File: src/rtl/pitch_pkg.sv
// Shared types and default widths for the pitch-detection frame pipeline.
package pitch_pkg;

  localparam int ADDR_WIDTH_DEF = 11;
  localparam int DATA_WIDTH_DEF = 24;

  typedef enum logic [2:0] {
    ST_IDLE,
    ST_START,
    ST_CAPTURE,
    ST_REPORT,
    ST_HOLD
  } state_t;

  // |re|+|im| of a default-width bin; one extra bit so the sum never overflows.
  typedef logic [DATA_WIDTH_DEF:0] mag_t;

endpackage

File: src/rtl/frame_sequencer_if.sv
// FFT bin stream plus the peak-report/phase handshake between the sequencer and its neighbours.
interface frame_sequencer_if
  import pitch_pkg::*;
#(
  parameter int ADDR_WIDTH = ADDR_WIDTH_DEF,
  parameter int DATA_WIDTH = DATA_WIDTH_DEF
) ();

  logic [2*DATA_WIDTH-1:0] fft_tdata;
  logic                    fft_tvalid;
  logic                    fft_tlast;
  logic [15:0]             fft_tuser;
  logic                    fft_tready;
  logic [ADDR_WIDTH-1:0]   k_max;
  logic                    k_max_valid;
  logic                    phases_valid;
  logic                    frame_start;
  logic                    error;

  modport master (
    output fft_tdata, fft_tvalid, fft_tlast, fft_tuser, phases_valid,
    input  fft_tready, k_max, k_max_valid, frame_start, error
  );

  modport slave (
    input  fft_tdata, fft_tvalid, fft_tlast, fft_tuser, phases_valid,
    output fft_tready, k_max, k_max_valid, frame_start, error
  );

endinterface

File: src/rtl/peak_search.sv
// Running-maximum tracker over |re|+|im| of the bins it is enabled for.
module peak_search
  import pitch_pkg::*;
#(
  parameter int ADDR_WIDTH = ADDR_WIDTH_DEF,
  parameter int DATA_WIDTH = DATA_WIDTH_DEF
) (
  input  logic                    clock,
  input  logic                    reset,
  input  logic                    i_clear,
  input  logic                    i_enable,
  input  logic [2*DATA_WIDTH-1:0] i_data,
  input  logic [ADDR_WIDTH-1:0]   i_index,
  output logic [ADDR_WIDTH-1:0]   o_nextIdx
);

  logic [DATA_WIDTH-1:0] w_reBits;
  logic [DATA_WIDTH-1:0] w_imBits;
  logic [DATA_WIDTH-1:0] w_absRe;
  logic [DATA_WIDTH-1:0] w_absIm;
  logic [DATA_WIDTH:0]   w_mag;
  logic [DATA_WIDTH:0]   w_nextMag;
  logic [ADDR_WIDTH-1:0] w_nextIdx;
  logic [DATA_WIDTH:0]   r_peakMag;
  logic [ADDR_WIDTH-1:0] r_peakIdx;

  assign w_reBits = i_data[DATA_WIDTH-1:0];
  assign w_imBits = i_data[2*DATA_WIDTH-1:DATA_WIDTH];

  // Unsigned negate: the most-negative value maps to 2^(DATA_WIDTH-1) exactly.
  assign w_absRe = w_reBits[DATA_WIDTH-1] ? (~w_reBits + 1'b1) : w_reBits;
  assign w_absIm = w_imBits[DATA_WIDTH-1] ? (~w_imBits + 1'b1) : w_imBits;
  assign w_mag   = {1'b0, w_absRe} + {1'b0, w_absIm};

  always_comb begin
    w_nextMag = r_peakMag;
    w_nextIdx = r_peakIdx;
    if (i_enable && (w_mag > r_peakMag)) begin
      w_nextMag = w_mag;
      w_nextIdx = i_index;
    end
  end

  always_ff @(posedge clock or posedge reset) begin
    if (reset) begin
      r_peakMag <= '0;
      r_peakIdx <= '0;
    end else if (i_clear) begin
      r_peakMag <= '0;
      r_peakIdx <= '0;
    end else begin
      r_peakMag <= w_nextMag;
      r_peakIdx <= w_nextIdx;
    end
  end

  assign o_nextIdx = w_nextIdx;

endmodule

File: src/rtl/frame_sequencer.sv
// Requests FFT frames on a fixed hop, finds the peak bin of each frame and
// holds it for the phase detector until it reports done or times out.
module frame_sequencer
  import pitch_pkg::*;
#(
  parameter int ADDR_WIDTH = ADDR_WIDTH_DEF,
  parameter int DATA_WIDTH = DATA_WIDTH_DEF,
  parameter int HOP_CYCLES = 15000,
  parameter int TIMEOUT    = 4096
) (
  input logic              clock,
  input logic              reset,
  frame_sequencer_if.slave bus
);

  localparam int HW = $clog2(HOP_CYCLES + 1) + 1;
  localparam int TW = $clog2(TIMEOUT + 1) + 1;
  localparam int CW = ADDR_WIDTH + 1;
  localparam logic [HW-1:0] HOP_LAST = HW'(HOP_CYCLES - 1);
  localparam logic [TW-1:0] TO_LAST  = TW'(TIMEOUT - 1);
  localparam logic [CW-1:0] BINS_N   = CW'(2 ** ADDR_WIDTH);
  localparam logic [15:0]   HALF_N   = 16'(2 ** (ADDR_WIDTH - 1));

  state_t                r_state;
  state_t                w_next;
  logic [HW-1:0]         r_hop;
  logic [TW-1:0]         r_timeout;
  logic [CW-1:0]         r_binCount;
  logic [CW-1:0]         w_binsInc;
  logic [ADDR_WIDTH-1:0] r_kMax;
  logic                  r_error;
  logic                  w_accept;
  logic                  w_lastAccept;
  logic                  w_inRange;
  logic                  w_hopDone;
  logic                  w_timedOut;
  logic                  w_clearPeak;
  logic [ADDR_WIDTH-1:0] w_nextIdx;

  assign w_accept     = (r_state == ST_CAPTURE) && bus.fft_tvalid;
  assign w_lastAccept = w_accept && bus.fft_tlast;
  assign w_inRange    = (bus.fft_tuser != 16'd0) && (bus.fft_tuser < HALF_N);
  assign w_binsInc    = (r_binCount == '1) ? r_binCount : r_binCount + 1'b1;
  assign w_hopDone    = (r_hop >= HOP_LAST);
  assign w_timedOut   = (r_timeout >= TO_LAST);
  assign w_clearPeak  = (r_state == ST_START);

  peak_search #(
    .ADDR_WIDTH(ADDR_WIDTH),
    .DATA_WIDTH(DATA_WIDTH)
  ) u_peakSearch (
    .clock    (clock),
    .reset    (reset),
    .i_clear  (w_clearPeak),
    .i_enable (w_accept && w_inRange),
    .i_data   (bus.fft_tdata),
    .i_index  (bus.fft_tuser[ADDR_WIDTH-1:0]),
    .o_nextIdx(w_nextIdx)
  );

  always_ff @(posedge clock or posedge reset) begin
    if (reset) r_state <= ST_IDLE;
    else       r_state <= w_next;
  end

  always_comb begin
    w_next = r_state;
    case (r_state)
      ST_IDLE:    w_next = ST_START;
      ST_START:   w_next = ST_CAPTURE;
      ST_CAPTURE: if (w_lastAccept) w_next = ST_REPORT;
      ST_REPORT:  if (bus.phases_valid || w_timedOut) w_next = ST_HOLD;
      ST_HOLD:    if (w_hopDone) w_next = ST_START;
      default:    w_next = ST_IDLE;
    endcase
  end

  always_comb begin
    bus.fft_tready  = (r_state == ST_CAPTURE);
    bus.frame_start = (r_state == ST_START);
    bus.k_max_valid = (r_state == ST_REPORT);
  end

  // r_hop counts cycles elapsed since the START cycle, so the START cycle itself
  // is 0 and the next START lands exactly HOP_CYCLES later when already due.
  always_ff @(posedge clock or posedge reset) begin
    if (reset) begin
      r_hop      <= '0;
      r_timeout  <= '0;
      r_binCount <= '0;
      r_kMax     <= '0;
      r_error    <= 1'b0;
    end else begin
      if (r_state == ST_START) r_hop <= HW'(1);
      else if (!w_hopDone)     r_hop <= r_hop + 1'b1;

      if (r_state != ST_REPORT) r_timeout <= '0;
      else if (!w_timedOut)     r_timeout <= r_timeout + 1'b1;

      if (r_state == ST_START) r_binCount <= '0;
      else if (w_accept)       r_binCount <= w_binsInc;

      if (w_lastAccept) begin
        r_kMax <= w_nextIdx;
        if (w_binsInc != BINS_N) r_error <= 1'b1;
      end

      if ((r_state == ST_REPORT) && !bus.phases_valid && w_timedOut) r_error <= 1'b1;
    end
  end

  assign bus.k_max = r_kMax;
  assign bus.error = r_error;

endmodule

File: src/flat_wrapper.sv
// flat-port wrapper written by rule: the top's interface ports become plain ports
module frame_sequencer_flat import pitch_pkg::*;
#(
  parameter int ADDR_WIDTH = ADDR_WIDTH_DEF,
  parameter int DATA_WIDTH = DATA_WIDTH_DEF,
  parameter int HOP_CYCLES = 15000,
  parameter int TIMEOUT    = 4096
)
  (clock, reset, bus_fft_tdata, bus_fft_tvalid, bus_fft_tlast, bus_fft_tuser, bus_phases_valid, bus_fft_tready, bus_k_max, bus_k_max_valid, bus_frame_start, bus_error);
  frame_sequencer_if #(.ADDR_WIDTH(ADDR_WIDTH), .DATA_WIDTH(DATA_WIDTH)) bus_i ();
  input logic clock;
  input logic reset;
  input wire logic [$bits(bus_i.fft_tdata)-1:0] bus_fft_tdata;
  input wire logic [$bits(bus_i.fft_tvalid)-1:0] bus_fft_tvalid;
  input wire logic [$bits(bus_i.fft_tlast)-1:0] bus_fft_tlast;
  input wire logic [$bits(bus_i.fft_tuser)-1:0] bus_fft_tuser;
  input wire logic [$bits(bus_i.phases_valid)-1:0] bus_phases_valid;
  output wire logic [$bits(bus_i.fft_tready)-1:0] bus_fft_tready;
  output wire logic [$bits(bus_i.k_max)-1:0] bus_k_max;
  output wire logic [$bits(bus_i.k_max_valid)-1:0] bus_k_max_valid;
  output wire logic [$bits(bus_i.frame_start)-1:0] bus_frame_start;
  output wire logic [$bits(bus_i.error)-1:0] bus_error;
  assign bus_i.fft_tdata = bus_fft_tdata;
  assign bus_i.fft_tvalid = bus_fft_tvalid;
  assign bus_i.fft_tlast = bus_fft_tlast;
  assign bus_i.fft_tuser = bus_fft_tuser;
  assign bus_i.phases_valid = bus_phases_valid;
  assign bus_fft_tready = bus_i.fft_tready;
  assign bus_k_max = bus_i.k_max;
  assign bus_k_max_valid = bus_i.k_max_valid;
  assign bus_frame_start = bus_i.frame_start;
  assign bus_error = bus_i.error;
  frame_sequencer #(.ADDR_WIDTH(ADDR_WIDTH), .DATA_WIDTH(DATA_WIDTH), .HOP_CYCLES(HOP_CYCLES), .TIMEOUT(TIMEOUT)) u_core (.clock(clock), .reset(reset), .bus(bus_i));
endmodule
File: config.mk
export PLATFORM = sky130hd
export DESIGN_NAME = frame_sequencer_flat
export DESIGN_NICKNAME = d
export VERILOG_FILES = /design/src/rtl/pitch_pkg.sv /design/src/rtl/frame_sequencer_if.sv /design/src/rtl/peak_search.sv /design/src/rtl/frame_sequencer.sv /design/src/flat_wrapper.sv
export SDC_FILE = /design/constraint.sdc
export NUM_CORES = 1
export LEC_CHECK = 0
export ABC_CLOCK_PERIOD_IN_PS = 5500
export CORE_MARGIN = 5
export CORE_UTILIZATION = 61
export DETAILED_ROUTE_END_ITERATION = 10
export GPL_TIMING_DRIVEN = 1
export PLACE_DENSITY_LB_ADDON = 0.15
export SLEW_MARGIN = 10
export SYNTH_ARGS = -nofsm -noshare
export SYNTH_HDL_FRONTEND = slang
export SYNTH_SLANG_ARGS = --single-unit
export TNS_END_PERCENT = 20
File: constraint.sdc
create_clock -name clock -period 5.5 [get_ports clock]
set_input_delay 1.65 -clock clock [delete_from_list [all_inputs] [get_ports clock]]
set_output_delay 1.65 -clock clock [all_outputs]
set_load 0.005 [all_outputs]
==> results of run 1 <==
stage by stage:
stage / setup WS [ps] / setup TNS [ps] / cells
2_1_floorplan: -381 / -16050 / 779
3_3_place_gp: -1180 / -53250 / 1112
3_5_place_dp: -1460 / -64110 / 1112
4_1_cts: -374 / -14280 / 1192
routing by layer:
metal | GRT overflow | global-route usage
met3 | 6 | 0.697
met2 | 422 | 1.11
met5 | 0 | 0.219
met1 | 11 | 0.801
met4 | 180 | 0.984
timing repair:
item	in CTS
hold buffers	0
pin swaps	100
cloned	1
setup buffers	64
gates resized for setup	222
endpoints found under the setup margin	47
cells in the mapped netlist, types with 2 or more instances:
library cell | number | share of area
o31ai_1 | 28 | 0.031
and4_1 | 3 | 0.0039
o211a_1 | 2 | 0.0030
and2_1 | 5 | 0.0046
a311oi_1 | 4 | 0.0052
nor4_1 | 8 | 0.0074
and3_1 | 13 | 0.012
nand4_1 | 18 | 0.017
ha_1 | 54 | 0.10
o21a_1 | 4 | 0.0044
o31a_1 | 2 | 0.0026
o21ai_0 | 51 | 0.038
o21bai_1 | 2 | 0.0022
xor2_1 | 24 | 0.031
nand2b_1 | 5 | 0.0046
a21oi_1 | 32 | 0.024
nor2_1 | 80 | 0.044
mux2_2 | 3 | 0.0050
xnor2_1 | 64 | 0.083
nand2_1 | 81 | 0.045
nor3_1 | 19 | 0.014
or4_1 | 6 | 0.0066
a31o_2 | 2 | 0.0026
a31oi_1 | 8 | 0.0074
o211ai_1 | 5 | 0.0055
buf_2 | 3 | 0.0022
a211oi_1 | 10 | 0.011
o41ai_1 | 11 | 0.014
or3_1 | 6 | 0.0055
buf_4 | 3 | 0.0033
nor2b_1 | 3 | 0.0028
nor4b_1 | 2 | 0.0026
o32ai_1 | 2 | 0.0026
nand3_1 | 20 | 0.015
dfrtp_1 | 92 | 0.34
clkbuf_1 | 19 | 0.011
a21o_1 | 12 | 0.013
mux2i_1 | 13 | 0.019
a221oi_2 | 2 | 0.0044
inv_1 | 41 | 0.023
cell families after synthesis:
| group | Yosys count | share of synthesized area |
|---|---|---|
| AND/OR/NAND/NOR | 273 | 0.189 |
| adder cells (fa/ha/maj) | 55 | 0.103 |
| AO/OA/AOI/OAI | 187 | 0.190 |
| XOR/XNOR | 88 | 0.114 |
| buffers and inverters | 67 | 0.0393 |
| flip-flops | 92 | 0.340 |
| multiplexers | 17 | 0.0264 |
==> flow_summary.yaml, run 1 <==
floorplan:
  die-height_um: 115
  std_cell_rows: 38
  die-width_um: 115
  initial_utilization: 0.623
  io_pins: 84
synthesis:
  syn_nets: 903
  synth_edf_count: 0
  ys_seq_elements: 92
  yosysSeqAreaShare: 0.340
  synth_area_um2: 6780
  syn_inst: 779
  synth-async-reset-ratio: 1.00
  yosysUniqueCellTypes: 57
  yosys_warnings: 0
  syn_avg_cell_area_um2: 8.70
  synth_flop_cell: "dfrtp_1"
clock_network:
  clock_sinks: 92
  clk_path_buf_depth: 2
  cts_buffers: 9
  h-tree-depth: 3
  cts_root_buf: "clkbuf_8"
placement:
  dpl_cell_area_um2: 8810
  place.gp.congestion: 0.904
  hpwl_um: 14000
  io_buffers: 83
timing:
  postGrtWorstEndpoint: "u_core.bus.k_max[2]$_DFFE_PP0P_/D"
  worstEpCategory: "register data pin"
grt:
  grt_start_max_net_pins: 57
  grt_overflow: 619
  grt.total_usage: 0.877
outcome:
  lastStage: "global routing (5_1_grt)"
  firstError: "[ERROR GRT-0232] Routing congestion too high. Check the congestion heatmap in the GUI."
  status: "stopped before the end"
==> run 2, diff against run 1 <==
Settings changed: CORE_UTILIZATION 61 to 40.
==> flow_summary.yaml, run 2 <==
final_layout:
  largest-register: "u_core.u_peakSearch.r_peakMag"
  final_cell_mix: "buf_4, dfrtp_1, nor2_1"
  nFillCells: 1322
  multi_input_area_um2: 5130
  post-route-util: 0.646
  fin_area_um2: 10700
  largest_reg_flops: 25
  final_nets: 1185
  stdcell_count: 1286
  final_common_cell: "buf_4"
  drive_above_1_share: 0.370
  antenna_cells: 0
  reg_top3: "u_core.u_peakSearch.r_peakMag (25), u_core.r_hop (15), u_core.r_timeout (14)"
  seqCellArea_um2: 2300
  syn2layout_area_growth_pct: 57.9
drt:
  drc_errors: 0
  drtIter0Drc: 349
  viasPerCell: 5.40
  wl_per_cell_um: 16.4
  drt-total-wl_um: 21100
  via_count: 6948
  firstDrtPassIters: 5
  ant_nets: 0
synthesis:
  synth_xor_area_frac: 0.114
  syn_nets: 903
  synth.mux.area_fraction: 0.0264
  synth-async-reset-ratio: 1.00
  synth.most_common_cell: "dfrtp_1"
  yosys-top-cells-area: "dfrtp_1, ha_1, xnor2_1, nand2_1, nor2_1"
  syn_inst: 779
  syn_avg_cell_area_um2: 8.70
  synthTopCellsByCount: "dfrtp_1, nand2_1, nor2_1"
  synth_top_family_by_area: "compound AO/OA/AOI/OAI gates"
  synth-compound-area-share: 0.190
  yosysUniqueCellTypes: 57
  ys_seq_elements: 92
  yosys_warnings: 0
  yosysSeqAreaShare: 0.340
  netlist.area_leader.share: 0.340
  yosys.area_share.simple: 0.189
  synth_adder_area_share: 0.103
  yosysTopAreaCell: "dfrtp_1"
  synth_area_um2: 6780
  synth_flop_cell: "dfrtp_1"
  synth_edf_count: 0
power:
  swShare: 0.366
  pwr-share-seq: 0.274
  pwr-share-clk: 0.229
  internal-power_mw: 1.87
  net-switching-power_mw: 1.08
  comb_power_share: 0.498
  cellLeakagePower_nw: 4.74
  ir_drop_uv: 285
  total_power_mw: 2.95
  p_per_area_nw_per_um2: 275
timing:
  holdWs_ps: 489
  finalCritPeriodShare: 1.12
  hold_violations: 0
  finalSetupTns_ps: -28730
  setup_viol: 47
  period_minus_slack_ps: 6180
  fmax_mhz: 162
  worst_pin_slew_ps: 955
  fin_worst_skew_ps: 9.20
  finalMaxSlewViolations: 0
  setup_slack_ps: -682
  slew_headroom: 0.363
  rsz0062_at_grt: "true"
setup_path:
  r2r_cells: 8
  crit_required_ps: 5690
  path_class: "input pin to register"
  crit_fanout: 5
  worstPathArrival_ps: 6370
  startpoint_type: "input pin"
  crit_path_end_kind: "register"
placement:
  io_buffers: 83
  dpl_cell_area_um2: 9070
  post-place-ws_ps: -1280
  hpwl_um: 14500
  placed_cells: 1212
  place.gp.congestion: 0.906
clock_network:
  clock_sinks: 92
  h-tree-depth: 3
  cts_buffers: 9
  clk_path_buf_depth: 2
  cts_tree: "done"
  cts_root_buf: "clkbuf_16"
  clk_latency_ps: 340
  clk_pin_slew_ps: 60
  cts_hold_buf: 0
floorplan:
  initial_utilization: 0.409
  std_cell_rows: 47
  die-height_um: 140
  io_pins: 84
  die-width_um: 140
  design.core.area_um2: 16600
  dieArea_um2: 19700
worst_hold_path:
  hp-class: "register to register"
  hold_depth: 2
run:
  cap_violations: 0
grt:
  grt_overflow: 0
  antenna_found_initial: 0
  grt_pass1_vias: 7363
  grt_start_max_net_pins: 57
  grt.total_usage: 0.211
  grt_pass1_wl_um: 35000
outcome:
  violations: "setup timing"
  status: "finished with violations"
## run 2: cell counts after synthesis
Identical to the previous run, type by type.
## run 2: final timing paths
kind,start,end,slack (ps)
hold reg to reg,u_core.bus.k_max[0]$_DFFE_PP0P_,u_core.bus.k_max[0]$_DFFE_PP0P_,490
setup / recovery,bus_fft_tdata[26],u_core.bus.k_max[8]$_DFFE_PP0P_,-680
max in group asynchronous,reset,u_core.r_timeout[4]$_DFFE_PP0P_,2650
hold / removal,u_core.bus.k_max[0]$_DFFE_PP0P_,u_core.bus.k_max[0]$_DFFE_PP0P_,490
setup reg to reg,u_core.r_state[1]$_DFFE_PP0P_,u_core.bus.k_max[8]$_DFFE_PP0P_,2690
min in group asynchronous,reset,u_core.u_peakSearch.r_peakIdx[0]$_DFF_PP0_,1830
## run 2: metal layers
layer | track usage | wire, um | vias to the layer above
li1 | - | - | 3383
met1 | 0.256 | 8750 | 3418
met2 | 0.391 | 11300 | 112
met3 | 0.0269 | 643 | 35
met4 | 0.0597 | 401 | 0
met5 | 0 | 0 | -
## run 2: layout make-up
| class | instances | share of cell area |
|---|---|---|
| Clock buffer | 9 | 0.0210 |
| Clock inverter | 7 | 0.00900 |
| Inverter | 41 | 0.0159 |
| Multi-Input combinational cell | 620 | 0.479 |
| Sequential cell | 92 | 0.215 |
| Tap cell | 220 | 0.0257 |
| Timing Repair Buffer | 297 | 0.234 |
## run 2: critical path, stage by stage
cell and delay, ps:
clkdlybuf4s15_2 210, nor2_4 130, buf_6 120, nand2_2 70, o31ai_4 250, xnor2_1 160
ha_1 300, a21oi_2 170, o211ai_1 160, a41oi_2 240, o211ai_1 190, a221oi_4 340
buf_6 150, o31a_1 220, xnor2_2 100, ha_1 320, nand4_1 140, or4_4 530
a21oi_4 150, o211a_4 280, buf_12 170, mux2i_1 230, o21ai_1 80
## run 2: power by group through the flow
stage / clock (mW) / combinational [mW] / sequential [mW]
6_report: 0.675 / 1.47 / 0.807
5_1_grt: 0.719 / 1.61 / 0.814
4_1_cts: 0.689 / 1.38 / 0.803
3_5_place_dp: 0 / 1.22 / 0.815
3_3_place_gp: 0 / 1.19 / 0.809
2_1_floorplan: 0 / 0.712 / 0.801
## run 2: kinds of logic (layout without fill, tap and decap cells)
logic type / count (synthesis) / in the layout
compound gates: 187 / 187
xor+xnor: 88 / 88
fa+ha+maj: 55 / 55
buf+inv: 67 / 354
flops: 92 / 92
mux: 17 / 17
simple gates: 273 / 273
## run 2: what timing repair did
item	4_1_cts	5_1_grt
resized for setup	212	89
cloned	2	0
pin swaps	79	63
setup buffers	42	14
endpoints found under the setup margin	47	47
No activity file was read; power rests on OpenSTA's default activity.
==> run 3, diff against run 2 <==
Settings changed: GPL_ROUTABILITY_DRIVEN from default to 0.
==> flow_summary.yaml, run 3 (synthesized netlist as in run 2, its figures left out) <==
floorplan:
  io_pins: 84
  dieArea_um2: 19700
  die-height_um: 140
  std_cell_rows: 47
  initial_utilization: 0.409
  design.core.area_um2: 16600
  die-width_um: 140
power:
  p_per_area_nw_per_um2: 276
  comb_power_share: 0.476
  cellLeakagePower_nw: 4.61
  ir_drop_uv: 328
  pwr-share-seq: 0.278
  swShare: 0.356
  pwr-share-clk: 0.246
  net-switching-power_mw: 1.03
  internal-power_mw: 1.86
  total_power_mw: 2.89
clock_network:
  clk_pin_slew_ps: 60
  clock_sinks: 92
  cts_root_buf: "clkbuf_16"
  cts_buffers: 9
  clk_latency_ps: 340
  cts_tree: "done"
  h-tree-depth: 3
  clk_path_buf_depth: 2
setup_path:
  crit_path_end_kind: "register"
  path_class: "input pin to register"
  cp_cell_sequence: "clkdlybuf4s15_1 > or4_4 > or4_4 > or3_4 > nand2_4 > xnor2_4 > ha_4 > buf_4 > nor2_4 > nor3_2 > a211oi_2 > o41ai_4 > o21ai_2 > inv_2 > ha_4 > nand4_1 > or4_4 > a21oi_2 > o211a_4 > buf_12 > mux2i_4 > nor2_1"
  crit_slowest_cell: "or4_4"
  crit_fanout: 6
  worstReg2RegStart: "u_core.r_state[2]$_DFFE_PP0P_"
  worstPathArrival_ps: 6400
  cp_num_buf_inv: 4
  r2r_end: "u_core.u_peakSearch.r_peakIdx[8]$_DFF_PP0_"
  rrSetupSlack_ps: 2700
  startpoint_type: "input pin"
  r2r_cells: 8
  cpMostUsedCell: "or4_4"
  crit_required_ps: 5690
  max_stage_delay_ps: 550
  cp_top_family: "simple AND/OR/NAND/NOR gates"
timing:
  holdWs_ps: 495
  finalMaxSlewViolations: 0
  setup_viol: 47
  slew_headroom: 0.470
  finalSetupTns_ps: -30250
  finalCritPeriodShare: 1.13
  worst_pin_slew_ps: 792
  fmax_mhz: 161
  setup_slack_ps: -706
  fin_worst_skew_ps: 12.5
  hold_violations: 0
  period_minus_slack_ps: 6210
  rsz0062_at_grt: "true"
worst_hold_path:
  hold_depth: 2
  hp-class: "register to register"
  min_to: "u_core.bus.k_max[9]$_DFFE_PP0P_"
  min_from: "u_core.bus.k_max[9]$_DFFE_PP0P_"
final_layout:
  post-route-util: 0.631
  final_common_cell: "buf_4"
  drive_above_1_share: 0.331
  final_nets: 1153
  final_cell_mix: "buf_4, dfrtp_1, nor2_1"
  reg_top3: "u_core.u_peakSearch.r_peakMag (25), u_core.r_hop (15), u_core.r_timeout (14)"
  largest-register: "u_core.u_peakSearch.r_peakMag"
  antenna_cells: 0
  largest_reg_flops: 25
  syn2layout_area_growth_pct: 54.4
grt:
  grt_overflow: 0
  grt_pass1_vias: 7185
  antenna_found_initial: 0
  grt.total_usage: 0.202
  grt_pass1_wl_um: 33400
  grt_start_max_net_pins: 58
drt:
  wl_per_cell_um: 16.0
  drt-total-wl_um: 20000
  viasPerCell: 5.42
  via_count: 6788
  drc_errors: 0
  ant_nets: 0
  firstDrtPassIters: 5
  drtIter0Drc: 287
outcome:
  violations: "setup timing"
  status: "finished with violations"
run:
  cap_violations: 0
placement:
  hpwl_um: 14200
  io_buffers: 83
run 3: cell count changes in the layout (fill, tap and decap cells not counted), sizes merged, moves of 3 or more:
cell and change:
dlygate4sd2 +3, clkbuf -6, clkdlybuf4s15 +4, clkinv -3, buf -33
run 3: worst reg2reg max path, stage by stage (launching register included):
cell and delay (ps):
dfrtp_1 430, nor3b_1 430, and2_1 460, nand3_1 220
a31oi_1 320, o211a_4 300, buf_12 170, mux2i_4 260
nor2_1 70
run 3: worst max path at each step:
stage	from	end	slack, ps	cells past startpoint
6_report	bus_fft_tdata[15]	u_core.u_peakSearch.r_peakIdx[8]$_DFF_PP0_	-710	22
5_1_grt	bus_fft_tdata[6]	u_core.bus.k_max[3]$_DFFE_PP0P_	-890	25
4_1_cts	bus_fft_tdata[25]	u_core.bus.k_max[6]$_DFFE_PP0P_	-600	24
3_5_place_dp	bus_fft_tdata[25]	u_core.bus.k_max[8]$_DFFE_PP0P_	-1400	26
3_3_place_gp	bus_fft_tdata[25]	u_core.u_peakSearch.r_peakMag[16]$_DFFE_PP0P_	-1200	25
2_1_floorplan	bus_fft_tdata[25]	u_core.bus.k_max[2]$_DFFE_PP0P_	-380	22
run 3: area by class of cell:
cell class	instances	area, um^2
Sequential cell	92	2300
Clock inverter	4	97.6
Inverter	41	170
Fill cell	1343	6120
Tap cell	220	275
Clock buffer	11	243
Multi-Input combinational cell	620	5090
Timing Repair Buffer	265	2280
run 3: per-layer routing:
layer,vias up,track usage,wire length (um)
met5,-,0,0
met4,0,0.0382,218
met3,23,0.0337,508
met2,92,0.379,11000
met1,3356,0.242,8320
li1,3317,-,-
run 3: power groups by stage:
stage	Combinational (mW)	Sequential (mW)	Clock, mW
2_1_floorplan	0.712	0.801	0
3_3_place_gp	1.16	0.811	0
3_5_place_dp	1.19	0.815	0
4_1_cts	1.33	0.804	0.723
5_1_grt	1.52	0.815	0.754
6_report	1.38	0.805	0.712
run 3: per-stage QoR:
step	instances	worst slack, ps	area, um^2
after CTS	1246	-596	10200
after floorplan	779	-381	6900
after global placement	1201	-1200	8990
final	1253	-706	10500
after global routing	1253	-891	10500
after detailed placement	1201	-1400	8990
run 3: what timing repair did:
item	4_1_cts	5_1_grt
gates resized for setup	182	81
pin swaps	76	46
setup endpoints to repair	47	47
hold buffers	0	0
cloned	2	0
setup buffers	28	7
